[src/rtl/vector_pkg.sv]
// Shared definitions for the vector display-list reader: fetch states,
// word decode codes and the bit layout of a vector word {x, y, line, pos}.
package vector_pkg;

    typedef enum logic [2:0] {
        IDLE      = 3'd0,
        REQ       = 3'd1,
        LATCH     = 3'd2,
        DECODE    = 3'd3,
        WAIT_LINE = 3'd4,
        FINISH    = 3'd5
    } fetch_state_e;

    // {line, pos} field values
    localparam logic [1:0] CODE_NOP  = 2'b00;
    localparam logic [1:0] CODE_MOVE = 2'b01;
    localparam logic [1:0] CODE_DRAW = 2'b10;
    localparam logic [1:0] CODE_END  = 2'b11;

    localparam int POS_BIT  = 0;
    localparam int LINE_BIT = 1;
    localparam int Y_LSB    = 2;

    // x sits directly above the y field, whose width depends on the coordinate width
    function automatic int x_lsb(input int out_width);
        return Y_LSB + out_width;
    endfunction

endpackage

[src/rtl/vector_fetch.sv]
// Walks the vector display list in frame RAM from address 0, tracks the pen
// and hands line segments to the line drawer; reports frame end via halt.
module vector_fetch
    import vector_pkg::*;
#(
    parameter int OUT_WIDTH = 8,
    parameter int ADR_WIDTH = 16,
    parameter int DATAWIDTH = 2*OUT_WIDTH+2,
    parameter int ADR_LAST  = 65535
) (
    input  logic                 clk,
    input  logic                 rst,
    input  logic                 go,
    output logic                 halt,
    output logic [ADR_WIDTH-1:0] adrREAD,
    input  logic [DATAWIDTH-1:0] dataREAD,
    output logic [OUT_WIDTH-1:0] x0,
    output logic [OUT_WIDTH-1:0] y0,
    output logic [OUT_WIDTH-1:0] x1,
    output logic [OUT_WIDTH-1:0] y1,
    output logic                 line_start,
    input  logic                 line_busy,
    output logic                 frame_done,
    output logic                 overflow
);

    localparam int                   X_LSB      = x_lsb(OUT_WIDTH);
    localparam logic [ADR_WIDTH-1:0] ADR_LAST_V = ADR_WIDTH'(ADR_LAST);
    localparam logic [ADR_WIDTH-1:0] ADR_ONE    = ADR_WIDTH'(1);

    fetch_state_e           state_r;
    fetch_state_e           state_next_s;
    logic [DATAWIDTH-1:0]   word_r;
    logic [OUT_WIDTH-1:0]   pen_x_r;
    logic [OUT_WIDTH-1:0]   pen_y_r;
    logic [OUT_WIDTH-1:0]   word_x_s;
    logic [OUT_WIDTH-1:0]   word_y_s;
    logic [1:0]             code_s;
    logic                   go_armed_r;
    logic                   start_s;
    logic                   issue_s;
    logic                   move_s;
    logic                   advance_s;
    logic                   end_s;
    logic                   at_last_s;

    assign word_x_s  = word_r[X_LSB +: OUT_WIDTH];
    assign word_y_s  = word_r[Y_LSB +: OUT_WIDTH];
    assign code_s    = {word_r[LINE_BIT], word_r[POS_BIT]};
    assign at_last_s = (adrREAD == ADR_LAST_V);
    // go_armed blocks a restart on a go level left high from the previous frame
    assign start_s   = (state_r == IDLE) && go && go_armed_r;

    // Next-state and per-cycle action decode
    always_comb begin
        issue_s      = 1'b0;
        move_s       = 1'b0;
        advance_s    = 1'b0;
        end_s        = 1'b0;
        state_next_s = state_r;
        case (state_r)
            IDLE: begin
                if (start_s) begin
                    state_next_s = REQ;
                end else begin
                    state_next_s = IDLE;
                end
            end
            REQ:    state_next_s = LATCH;
            LATCH:  state_next_s = DECODE;
            DECODE: begin
                case (code_s)
                    CODE_END: begin
                        end_s        = 1'b1;
                        state_next_s = FINISH;
                    end
                    CODE_DRAW: begin
                        if (line_busy) begin
                            state_next_s = WAIT_LINE;
                        end else begin
                            issue_s   = 1'b1;
                            advance_s = 1'b1;
                        end
                    end
                    CODE_MOVE: begin
                        move_s    = 1'b1;
                        advance_s = 1'b1;
                    end
                    default: advance_s = 1'b1;
                endcase
            end
            WAIT_LINE: begin
                if (line_busy) begin
                    state_next_s = WAIT_LINE;
                end else begin
                    issue_s   = 1'b1;
                    advance_s = 1'b1;
                end
            end
            FINISH:  state_next_s = IDLE;
            default: state_next_s = IDLE;
        endcase
        // The last readable address never wraps: it ends the frame as an abort
        if (advance_s) begin
            if (at_last_s) begin
                state_next_s = FINISH;
            end else begin
                state_next_s = REQ;
            end
        end else begin
            state_next_s = state_next_s;
        end
    end

    // Registered state, address, pen and segment outputs
    always_ff @(posedge clk) begin
        if (rst) begin
            state_r    <= IDLE;
            halt       <= 1'b1;
            adrREAD    <= '0;
            word_r     <= '0;
            pen_x_r    <= '0;
            pen_y_r    <= '0;
            x0         <= '0;
            y0         <= '0;
            x1         <= '0;
            y1         <= '0;
            line_start <= 1'b0;
            frame_done <= 1'b0;
            overflow   <= 1'b0;
            go_armed_r <= 1'b0;
        end else begin
            state_r    <= state_next_s;
            line_start <= issue_s;
            frame_done <= end_s || (advance_s && at_last_s);

            if (!go) begin
                go_armed_r <= 1'b1;
            end else if (start_s) begin
                go_armed_r <= 1'b0;
            end

            if (start_s) begin
                halt <= 1'b0;
            end else if (state_r == FINISH) begin
                halt <= 1'b1;
            end

            if (state_r == IDLE) begin
                adrREAD <= '0;
            end else if (advance_s && !at_last_s) begin
                adrREAD <= adrREAD + ADR_ONE;
            end

            if (advance_s && at_last_s) begin
                overflow <= 1'b1;
            end

            if (state_r == LATCH) begin
                word_r <= dataREAD;
            end

            if (issue_s) begin
                x0 <= pen_x_r;
                y0 <= pen_y_r;
                x1 <= word_x_s;
                y1 <= word_y_s;
            end

            if (start_s) begin
                pen_x_r <= '0;
                pen_y_r <= '0;
            end else if (issue_s || move_s) begin
                pen_x_r <= word_x_s;
                pen_y_r <= word_y_s;
            end
        end
    end

endmodule

[config.mk]
export PLATFORM = sky130hd
export DESIGN_NAME = vector_fetch
export DESIGN_NICKNAME = d
export VERILOG_FILES = /design/src/rtl/vector_pkg.sv /design/src/rtl/vector_fetch.sv
export SDC_FILE = /design/constraint.sdc
export NUM_CORES = 1
export LEC_CHECK = 0
export CORE_AREA = 2 2 88 90
export DETAILED_ROUTE_END_ITERATION = 8
export DIE_AREA = 0 0 90 92
export GPL_ROUTABILITY_DRIVEN = 1
export PLACE_DENSITY = 0.75
export SLEW_MARGIN = 10
export SYNTH_ARGS = -nofsm -noshare
export SYNTH_HDL_FRONTEND = slang
export SYNTH_SLANG_ARGS = --single-unit
[constraint.sdc]
create_clock -name clk -period 5.9 [get_ports clk]
set_clock_uncertainty 0.1 [all_clocks]
set_input_delay 1.18 -clock clk [delete_from_list [all_inputs] [get_ports clk]]
set_output_delay 1.18 -clock clk [all_outputs]
set_load 0.1 [all_outputs]
# Word-level counts from Yosys, hierarchy flattened
# Index checks and enable logic that the tools add are counted.
# W data, S select, Z words.
[totals]
regBits = 90
output_inout_bits = 52
wordCells = 56
[classes]
add_sub_neg = 1
n_eq_ne = 11
n_mux = 19
n_reduce_logical = 11
[op_table]
columns = ["cell", "count"]
rows = [
  ["$add A16 B1 Y16 const B", 1],
  ["$eq A16 B16 Y1 const B", 1],
  ["$pmux W3 S5", 1],
  ["$mux W1", 11],
  ["$mux W3", 3],
  ["$eq A3 B2 Y1 const B", 2],
  ["$eq A3 B3 Y1 const B", 2],
  ["$pmux W1 S2", 3],
  ["$pmux W3 S2", 1],
  ["$eq A2 B2 Y1 const B", 2],
  ["$logic_and A1 B1 Y1", 4],
  ["$ne A4 B3 Y1 const B", 1],
  ["$reduce_or A2 Y1", 2],
  ["$eq A3 B1 Y1 const B", 1],
  ["$logic_not A3 Y1", 1],
  ["$eq A2 B1 Y1 const B", 1],
  ["$logic_or A1 B1 Y1", 2],
  ["$ne A2 B1 Y1 const B", 1],
  ["$reduce_bool A2 Y1", 1],
  ["$logic_not A1 Y1", 1],
]

# Logic depth before layout (Yosys ltp)
# Gate-level depths: netlist of the first run.
[depth]
ltp_word = 6
mapped_depth = 7
depth_no_buf = 5

# Least setup slack after synthesis of the first run
# OpenSTA, ideal clock, no wires.
[synth_timing]
path_type = "register to register"
start = "reg adrREAD[0]"
end = "reg adrREAD[9]"
setup_time_ps = 115
t_arrival_ps = 2380
required_ps = 5685
slack_ps = 3305
path_stages_with_launch = 8
cell_sequence = "dfxtp_1 ha_1 and3_1 and4_1 buf_2 buf_2 nor4_1 o21a_1"
[synth_between]
elab_chain_cells = 3
word_cells_on_any_way = 4
[synth_lines]
columns = ["element", "line", "source"]
rows = [
  ["start, declared", "vector_fetch.sv:15", "output logic [ADR_WIDTH-1:0] adrREAD,"],
  ["start signal, assigned", "vector_fetch.sv:152", "adrREAD <= adrREAD + ADR_ONE;"],
  ["parallel branches: the longest is 3 deep, another holds $add A16 B1 Y16", "-", ""],
]
# Parallel ways; which one is timed is not known.
# A chain may end at the register's enable or synchronous reset.

# Final worst setup path of the first run
[layout_timing]
start = "in line_busy"
end = "reg y0[5]"
[layout_between]
elab_chain_cells = 3
[layout_lines]
columns = ["element", "line", "source"]
rows = [
  ["start, declared", "vector_fetch.sv:22", "input logic line_busy,"],
  ["$mux W1 (*)", "vector_fetch.sv:78, vector_fetch.sv:93", ""],
  ["$mux W1", "vector_fetch.sv:72", "case (code_s)"],
  ["$pmux W1 S2 (*)", "vector_fetch.sv:61", "case (state_r)"],
  ["end signal, assigned", "vector_fetch.sv:165", "y0 <= pen_y_r;"],
  ["end, declared", "vector_fetch.sv:18", "output logic [OUT_WIDTH-1:0] y0,"],
]
# Every way passes the cells marked *; elsewhere a longest branch is shown, timed or not.

==> results of run 1 <==
cells by family (layout without fill, tap and decap cells):
| kind of cell | count (synthesis) | after routing | share of synthesized area, % |
|---|---|---|---|
| AO/OA/AOI/OAI | 88 | 88 | 14.22 |
| adder cells (fa/ha/maj) | 1 | 1 | 0.3484 |
| buffers and inverters | 31 | 95 | 4.424 |
| flip-flops | 90 | 90 | 50.17 |
| multiplexers | 20 | 20 | 5.575 |
| AND/OR/NAND/NOR | 190 | 190 | 25.26 |
cells in the final DEF (no fill, tap or decap), types with 2 or more instances in the layout:
master / instances
or2_2: 3
or4_1: 7
nand2_1: 115
a21o_1: 2
nor4_2: 4
and4_1: 5
a21oi_2: 2
inv_6: 4
inv_1: 4
buf_4: 2
o21a_1: 2
clkbuf_8: 9
nor4_1: 2
nor2_1: 24
clkdlybuf4s50_1: 72
dfxtp_1: 90
nand3_1: 4
nor3_1: 3
nand4_1: 4
o31ai_1: 7
nor3b_1: 2
a21oi_1: 62
o31a_1: 2
and3_1: 5
o21ai_0: 6
or3_1: 6
mux2i_1: 20
registers in the layout, summed over array words and instances, names as in the netlist:
register and flops:
word_r 18, adrREAD 16, pen_x_r 8, pen_y_r 8
x0 8, x1 8, y0 8, y1 8
state_r 3, frame_done 1, go_armed_r 1, halt 1
line_start 1, overflow 1
through the flow:
step	util, %	instance area, sq um	hold WS (ps)	setup WS (ps)	power (mW)
6_report	60.79	4527	356.3	2532	1.130
5_1_grt	60.79	4527	381.2	2365	1.175
4_1_cts	60.79	4527	356.9	2551	1.140
3_5_place_dp	58.00	4319	342.2	2190	0.7061
3_3_place_gp	58.00	4319	332.2	2246	0.7051
2_1_floorplan	-	3591	316.8	3305	0.6811
cell type report:
cell class              count  share of cell area [%]
clock inverters             7                   1.852
repair buffers             75                   16.36
well taps                 102                   2.819
flip-flops and latches     90                   39.80
inverters                   4                  0.3317
clock buffers               9                   2.736
multi-input cells         299                   36.10
worst max-delay path, stage by stage:
cell	delay, ps
clkdlybuf4s50_1	490
nor3b_1	640
a21o_1	880
nand2_1	170
a21oi_1	170
layer usage:
| layer | share of wire [%] | vias up | GRT usage [%] | routed length (um) |
|---|---|---|---|---|
| met1 | 46 | 1426 | 24.69 | 3700 |
| met5 | 0 | - | 0 | 0 |
| met3 | 4.4 | 10 | 3.205 | 354 |
| met2 | 48 | 81 | 34.52 | 3849 |
| li1 | - | 1564 | - | - |
| met4 | 1.5 | 0 | 8.718 | 120 |
power by group:
group	internal [mW]	total [mW]	leakage [nW]	switching, mW
Combinational	0.0254	0.0657	0.749	0.0403
Sequential	0.616	0.626	0.726	0.00980
Clock	0.205	0.438	0.103	0.234
Total	0.846	1.13	1.58	0.284
worst paths after layout:
kind,endpoint,cells after the start,start
setup / recovery,y0[5],5,line_busy
hold / removal,x0[2],2,pen_x_r[2]
hold reg to reg,x0[2],2,pen_x_r[2]
setup reg to reg,y0[5],4,word_r[1]
==> flow_metrics.tcl, run 1 <==
set metrics [dict create \
    status "completed" \
    design.core.area_sq_um 7447 \
    syn_inst 420 \
    fill_cells 680 \
    ys_warn_count 0 \
    htreeDepth 3 \
    final-seq-area_sq_um 1802 \
    grt-ovfl-total 0 \
    finalCritPeriodShare_pct 57.09 \
    drc 0 \
    ys_types 40 \
    clock-root-buffer "clkbuf_8" \
    drive_above_1_share_pct 6.198 \
    yosysMostFrequentCell "nand2_1" \
    start_kind "input port" \
    ant_nets 0 \
    yosysTopAreaCell "dfxtp_1" \
    synth_flop_cell "dfxtp_1" \
    ys_seq_area_share_pct 50.17 \
    cp_data_arrival_time_ps 3550 \
    wirelength_um 8025 \
    yosys-top-cells-area "dfxtp_1 (50%), nand2_1 (12%), a21oi_1 (8.8%)" \
    rrSetupSlack_ps 3450 \
    ys_seq_elements 90 \
    cts_made_buffers 9 \
    wl_per_cell_um 13.69 \
    cts_setup_buffers 0 \
    antenna_found_initial 0 \
    ir_drop_uv 131.5 \
    grt_usage_pct 19.96 \
    synthTopCellsByCount "nand2_1 (115), dfxtp_1 (90), a21oi_1 (63)" \
    gp_congestion 0.8540 \
    stdcell_count 586 \
    dp.cells 570 \
    leakagePower_nw 1.578 \
    tns_ps 0 \
    synth_nets 443 \
    cts_resized 0 \
    via_per_inst 5.258 \
    setup_viol 0 \
    cap_violations 0 \
    cts.sinks 90 \
    cts_hold_buf 0 \
    area_growth_pct 26.06 \
    fp.dieH_um 92 \
    grt_max_degree 66 \
    hp-class "flop to flop" \
    finalHoldViolations 0 \
    synth_edf_count 0 \
    power_density_nw_per_um2 249.6 \
    fmax_mhz 296.9 \
    grt_pass1_vias 2908 \
    async_reset_ff_share_pct 0 \
    min_period_ps 3368 \
    diodes 0 \
    rows 32 \
    critical_path.max_fanout 32 \
    fin_nets 502 \
    vias 3081 \
    cts_tree "built" \
    drtPass1Iterations 4 \
    tightest_slew_ps 1140 \
    pin_count 74 \
    syn_area_sq_um 3591 \
    cp.required_ps 6080 \
    drt_iter0_drc 119 \
    die_w_um 90 \
    clock_latency_ps 360 \
    slew_headroom_pct 24.00 \
    avgSynthCellArea_sq_um 8.550 \
    synth_top_area_share_pct 50.17 \
    clkTransAtPathRegs_ps 100 \
    endpoint_kind "flop" \
    report.final.slew_viol_count 0 \
    path_class "input port to flop" \
    grt_pass1_wl_um 13560 \
    rsz0062_at_grt "false" \
    portBuffers 73 \
    start_util_pct 48.22 \
    post-dp-hpwl_um 5357 \
    die_area_sq_um 8280 \
    max-clock-path-buffers 2 \
    multi_input_area_sq_um 1634 \
]
(Power assumes the default switching activity.)
==> inputs of run 2 (changes only) <==
==> constraint.sdc (replaced) <==
create_clock -name clk -period 3.23 [get_ports clk]
set_clock_uncertainty 0.1 [all_clocks]
set_input_delay 0.646 -clock clk [delete_from_list [all_inputs] [get_ports clk]]
set_output_delay 0.646 -clock clk [all_outputs]
set_load 0.1 [all_outputs]
==> run 2 against run 1 <==
- die area unchanged
- core utilization is 0.86 points lower
- non-clock buffer count grew 6
- cell area decreased by 1.4%
- sequential share of layout area increased by 0.57 points
- wire length rose by 2.1%
- worst hold slack better by 1.5 ps
- register-to-register slack lost 2500 ps
- clock power increased by 100%
- via count grew 0.78%
- critical path type unchanged
==> flow_metrics.tcl, run 2 (synthesized netlist as in run 1, its figures left out) <==
set metrics [dict create \
    fp.dieH_um 92 \
    gp_congestion 0.8412 \
    cts_resized 0 \
    vias 3105 \
    grt-ovfl-total 0 \
    grt_max_degree 36 \
    power.switching_mw 0.5260 \
    start_util_pct 48.22 \
    die_w_um 90 \
    cp_data_arrival_time_ps 2670 \
    min_period_ps 2473 \
    design.core.area_sq_um 7447 \
    p_clk_share_pct 41.1 \
    portBuffers 73 \
    critical_path.max_fanout 27 \
    drt_iter0_drc 168 \
    diodes 0 \
    cts_made_buffers 9 \
    rsz0062_at_grt "false" \
    endpoint_kind "flop" \
    comb_power_share_pct 5.7 \
    clock_latency_ps 360 \
    hp-class "flop to flop" \
    tightest_slew_ps 1124 \
    cts_hold_buf 0 \
    path_class "input port to flop" \
    ant_nets 0 \
    post-place-ws_ps 405.9 \
    swShare_pct 24.48 \
    seqPwrFrac_pct 53.2 \
    internal_power_mw 1.622 \
    leakagePower_nw 1.723 \
    stdcell_count 592 \
    rows 32 \
    htreeDepth 3 \
    setup_viol 0 \
    drtPass1Iterations 4 \
    final_common_cell "nand2_1" \
    report.final.slew_viol_count 0 \
    worstSetupStartpoint "line_busy" \
    drc 0 \
    clock-root-buffer "clkbuf_8" \
    fin_nets 508 \
    rrSetupSlack_ps 940 \
    tns_ps 0 \
    clkTransAtPathRegs_ps 90 \
    place_area_sq_um 4234 \
    p_total_mw 2.148 \
    finalCritPeriodShare_pct 76.57 \
    start_kind "input port" \
    cts.sinks 90 \
    reg2reg_from "state_r[2]" \
    post-dp-hpwl_um 5601 \
    cts_setup_buffers 0 \
    power_density_nw_per_um2 481.3 \
    finalHoldViolations 0 \
    ir_drop_uv 265.0 \
    wl_per_cell_um 13.84 \
    status "completed" \
    slew_headroom_pct 25.04 \
    dp.cells 576 \
    area_growth_pct 24.29 \
    final_cell_mix "nand2_1 (115), dfxtp_1 (90), a21oi_1 (62)" \
    fin_ws_ps 756.9 \
    cts_tree "built" \
    grt_usage_pct 20.20 \
    grt_pass1_vias 2793 \
    largest_register "word_r" \
    ff2ff_path_depth 4 \
    cp.required_ps 3430 \
    grt_pass1_wl_um 13400 \
    via_per_inst 5.245 \
    largest_reg_flops 18 \
    cap_violations 0 \
    wirelength_um 8195 \
    rr_endpoint "adrREAD[1]" \
    die_area_sq_um 8280 \
    fmax_mhz 404.4 \
    cp-endpoint "adrREAD[1]" \
    top_regs "word_r (18), adrREAD (16)" \
    design_area_sq_um 4463 \
    max-clock-path-buffers 2 \
    drive_above_1_share_pct 17.96 \
    pin_count 74 \
    antenna_found_initial 0 \
]
-- run 2: per-stage QoR --
stage / hold slack [ps] / util, %
final: 357.9 / 59.93
after global routing: 377.6 / 59.93
after CTS: 361.0 / 59.93
after detailed placement: 346.8 / 56.85
after global placement: 331.1 / 56.85
after floorplan: 316.8 / -
-- run 2: routing by layer --
layer  track usage [%]  wire [um]  part of all wire [%]
met1             25.27       3749                    46
met2             34.21       3990                    49
met3             3.944        309                   3.8
met4             8.462        146                   1.8
met5                 0          0                     0
-- run 2: cell type report --
type                    count  area, sq um
repair buffers             81        655.6
clock inverters             7        105.1
clock buffers               9        123.9
multi-input cells         299         1634
inverters                   4        15.01
well taps                 102        127.6
flip-flops and latches     90         1802
fillers                   674         2984
-- run 2: power groups by stage --
stage | Combinational [mW] | Sequential [mW] | Clock (mW)
CTS | 0.123 | 1.14 | 0.898
finish | 0.123 | 1.14 | 0.882
global route | 0.135 | 1.15 | 0.942
global placement | 0.121 | 1.17 | 0
floorplan | 0.0765 | 1.17 | 0
detailed placement | 0.123 | 1.17 | 0
-- run 2: critical path: stages --
cell             delay (ps)
clkdlybuf4s50_1         570
o21ai_0                 150
a21oi_2                 870
o21ai_0                 240
a21oi_1                 190
-- run 2: how the worst min path moves through the flow --
stage | start | end | slack (ps) | depth (start not counted)
2_1_floorplan | go_armed_r | go_armed_r | 320 | 2
3_3_place_gp | go_armed_r | go_armed_r | 330 | 2
3_5_place_dp | pen_y_r[0] | y0[0] | 350 | 2
4_1_cts | pen_y_r[4] | y0[4] | 360 | 2
5_1_grt | pen_x_r[2] | x0[2] | 380 | 2
6_report | pen_y_r[0] | y0[0] | 360 | 2
==> inputs of run 3 (changes only) <==
--- a/config.mk
+++ b/config.mk
@@ -5,11 +5,11 @@
 export SDC_FILE = /design/constraint.sdc
 export NUM_CORES = 1
 export LEC_CHECK = 0
-export CORE_AREA = 2 2 88 90
+export CORE_AREA = 2 2 92 94
 export DETAILED_ROUTE_END_ITERATION = 8
-export DIE_AREA = 0 0 90 92
+export DIE_AREA = 0 0 94 96
 export GPL_ROUTABILITY_DRIVEN = 1
-export PLACE_DENSITY = 0.75
+export PLACE_DENSITY = 0.72
 export SLEW_MARGIN = 10
 export SYNTH_ARGS = -nofsm -noshare
 export SYNTH_HDL_FRONTEND = slang
==> constraint.sdc (replaced) <==
create_clock -name clk -period 2.23 [get_ports clk]
set_clock_uncertainty 0.1 [all_clocks]
set_input_delay 0.446 -clock clk [delete_from_list [all_inputs] [get_ports clk]]
set_output_delay 0.446 -clock clk [all_outputs]
set_load 0.1 [all_outputs]
==> run 3 against run 2 <==
- combinational power rose by 48%
- first-iteration DRC count decreased by 21%
- flip-flop and latch count did not move
- global-route usage fell by 1.5 points
- register-to-register slack lost 790 ps
- final cell count up 1.4%
- wire length fell by 1.0%
- core utilization shrank 3.3 points
==> flow_metrics.tcl, run 3 (synthesized netlist as in run 1, its figures left out) <==
set metrics [dict create \
    status "completed" \
    fin_ws_ps 145.1 \
    use_met1_pct 26.12 \
    antenna_found_initial 0 \
    area_growth_pct 26.86 \
    wl_per_cell_um 13.52 \
    cts_hold_buf 0 \
    cts_tree "built" \
    cts_setup_buffers 0 \
    setup_viol 0 \
    power_density_nw_per_um2 658.1 \
    critPathMaxStageDelay_ps 550 \
    die_area_sq_um 9024 \
    multi_input_area_sq_um 1634 \
    grt_max_degree 34 \
    drive_above_1_share_pct 22.02 \
    wirelength_um 8112 \
    cpMaxStageDelayCell "or4_1" \
    clock-root-buffer "clkbuf_8" \
    cap_violations 0 \
    drt_iter0_drc 132 \
    grt-ovfl-total 0 \
    drc 0 \
    path_cells "ha_1 > and3_1 > and4_1 > or4_1 > a21oi_1" \
    largest_register "word_r" \
    p_total_mw 2.998 \
    grt_usage_pct 18.71 \
    met2_usage_pct 27.98 \
    grt_pass1_wl_um 13230 \
    diodes 0 \
    max-clock-path-buffers 2 \
    vias 3098 \
    final-seq-area_sq_um 1822 \
    final_util_pct 56.58 \
    gp_congestion 0.8179 \
    report.final.slew_viol_count 0 \
    endpoint_kind "flop" \
    finalHoldViolations 0 \
    fill_cells 737 \
    path_class "flop to flop" \
    pin_count 74 \
    tightest_slew_ps 725.2 \
    critical_path.max_fanout 22 \
    post-dp-hpwl_um 5556 \
    top_regs "word_r (18), adrREAD (16)" \
    final_cell_mix "nand2_1 (115), dfxtp_1 (74), a21oi_1 (62)" \
    htreeDepth 3 \
    grt_use_met3_pct 5.247 \
    via_per_inst 5.163 \
    cp_data_arrival_time_ps 2270 \
    design.core.area_sq_um 8051 \
    hp-class "flop to flop" \
    portBuffers 73 \
    rrSetupSlack_ps 150 \
    ant_nets 0 \
    leakagePower_nw 1.762 \
    finalCritPeriodShare_pct 93.49 \
    drtPass1Iterations 4 \
    cts_made_buffers 9 \
    die_w_um 94 \
    post-place-ws_ps -151.0 \
    grt_pass1_vias 2752 \
    ir_drop_uv 307.1 \
    min_period_ps 2085 \
    fp.dieH_um 96 \
    busiest_layer "met2" \
    rows 33 \
    clock_latency_ps 360 \
    cts_resized 0 \
    cts.sinks 90 \
    fin_nets 513 \
    clkTransAtPathRegs_ps 100 \
    start_kind "flop" \
    start_util_pct 44.60 \
    cp.required_ps 2410 \
    rsz0062_at_grt "false" \
    largest_reg_flops 18 \
    slew_headroom_pct 51.65 \
    fmax_mhz 479.6 \
    final_common_cell "nand2_1" \
]
[run 3: critical path: cells and delay by family, from the launching register on]
kind	cells	cell delay, ps
AOI/OAI and AO/OA	1	170
and+or+nand+nor	3	1170
DFF	1	350
adders and majority gates	1	220
[run 3: routing by layer]
layer	wire length, um	up-vias
li1	-	1588
met1	4205	1433
met2	3460	71
met3	377	6
met4	70	0
met5	0	-
[run 3: final timing paths]
| kind | startpoint | end | cells after the start |
|---|---|---|---|
| min | pen_x_r[5] | x0[5] | 2 |
| max | adrREAD[0] | adrREAD[3] | 5 |
| min reg2reg | pen_x_r[5] | x0[5] | 2 |
| max reg2reg | adrREAD[0] | adrREAD[3] | 5 |
[run 3: cell type report]
type	instances	share of cell area, %
tap	105	2.884
sequential	90	39.99
timing repair buffer	86	16.31
clock buffer	10	3.021
clock inverter	6	1.593
inverter	4	0.3296
multi-input combinational	299	35.87
[run 3: power breakdown]
group | total, mW | leakage [nW] | switching, mW | internal [mW]
Clock | 1.16 | 0.0971 | 0.598 | 0.560
Sequential | 1.66 | 0.734 | 0.0291 | 1.63
Combinational | 0.182 | 0.931 | 0.107 | 0.0750
[run 3: through the flow]
| stage | TNS, ps | cell area [sq um] | cells | hold WS [ps] |
|---|---|---|---|---|
| global route | 0 | 4556 | 600 | 370.2 |
| floorplan | 0 | 3611 | 420 | 316.8 |
| finish | 0 | 4556 | 600 | 351.2 |
| CTS | 0 | 4556 | 600 | 351.3 |
| detailed placement | -3856 | 4345 | 584 | 341.9 |
| global placement | -2442 | 4345 | 584 | 329.8 |
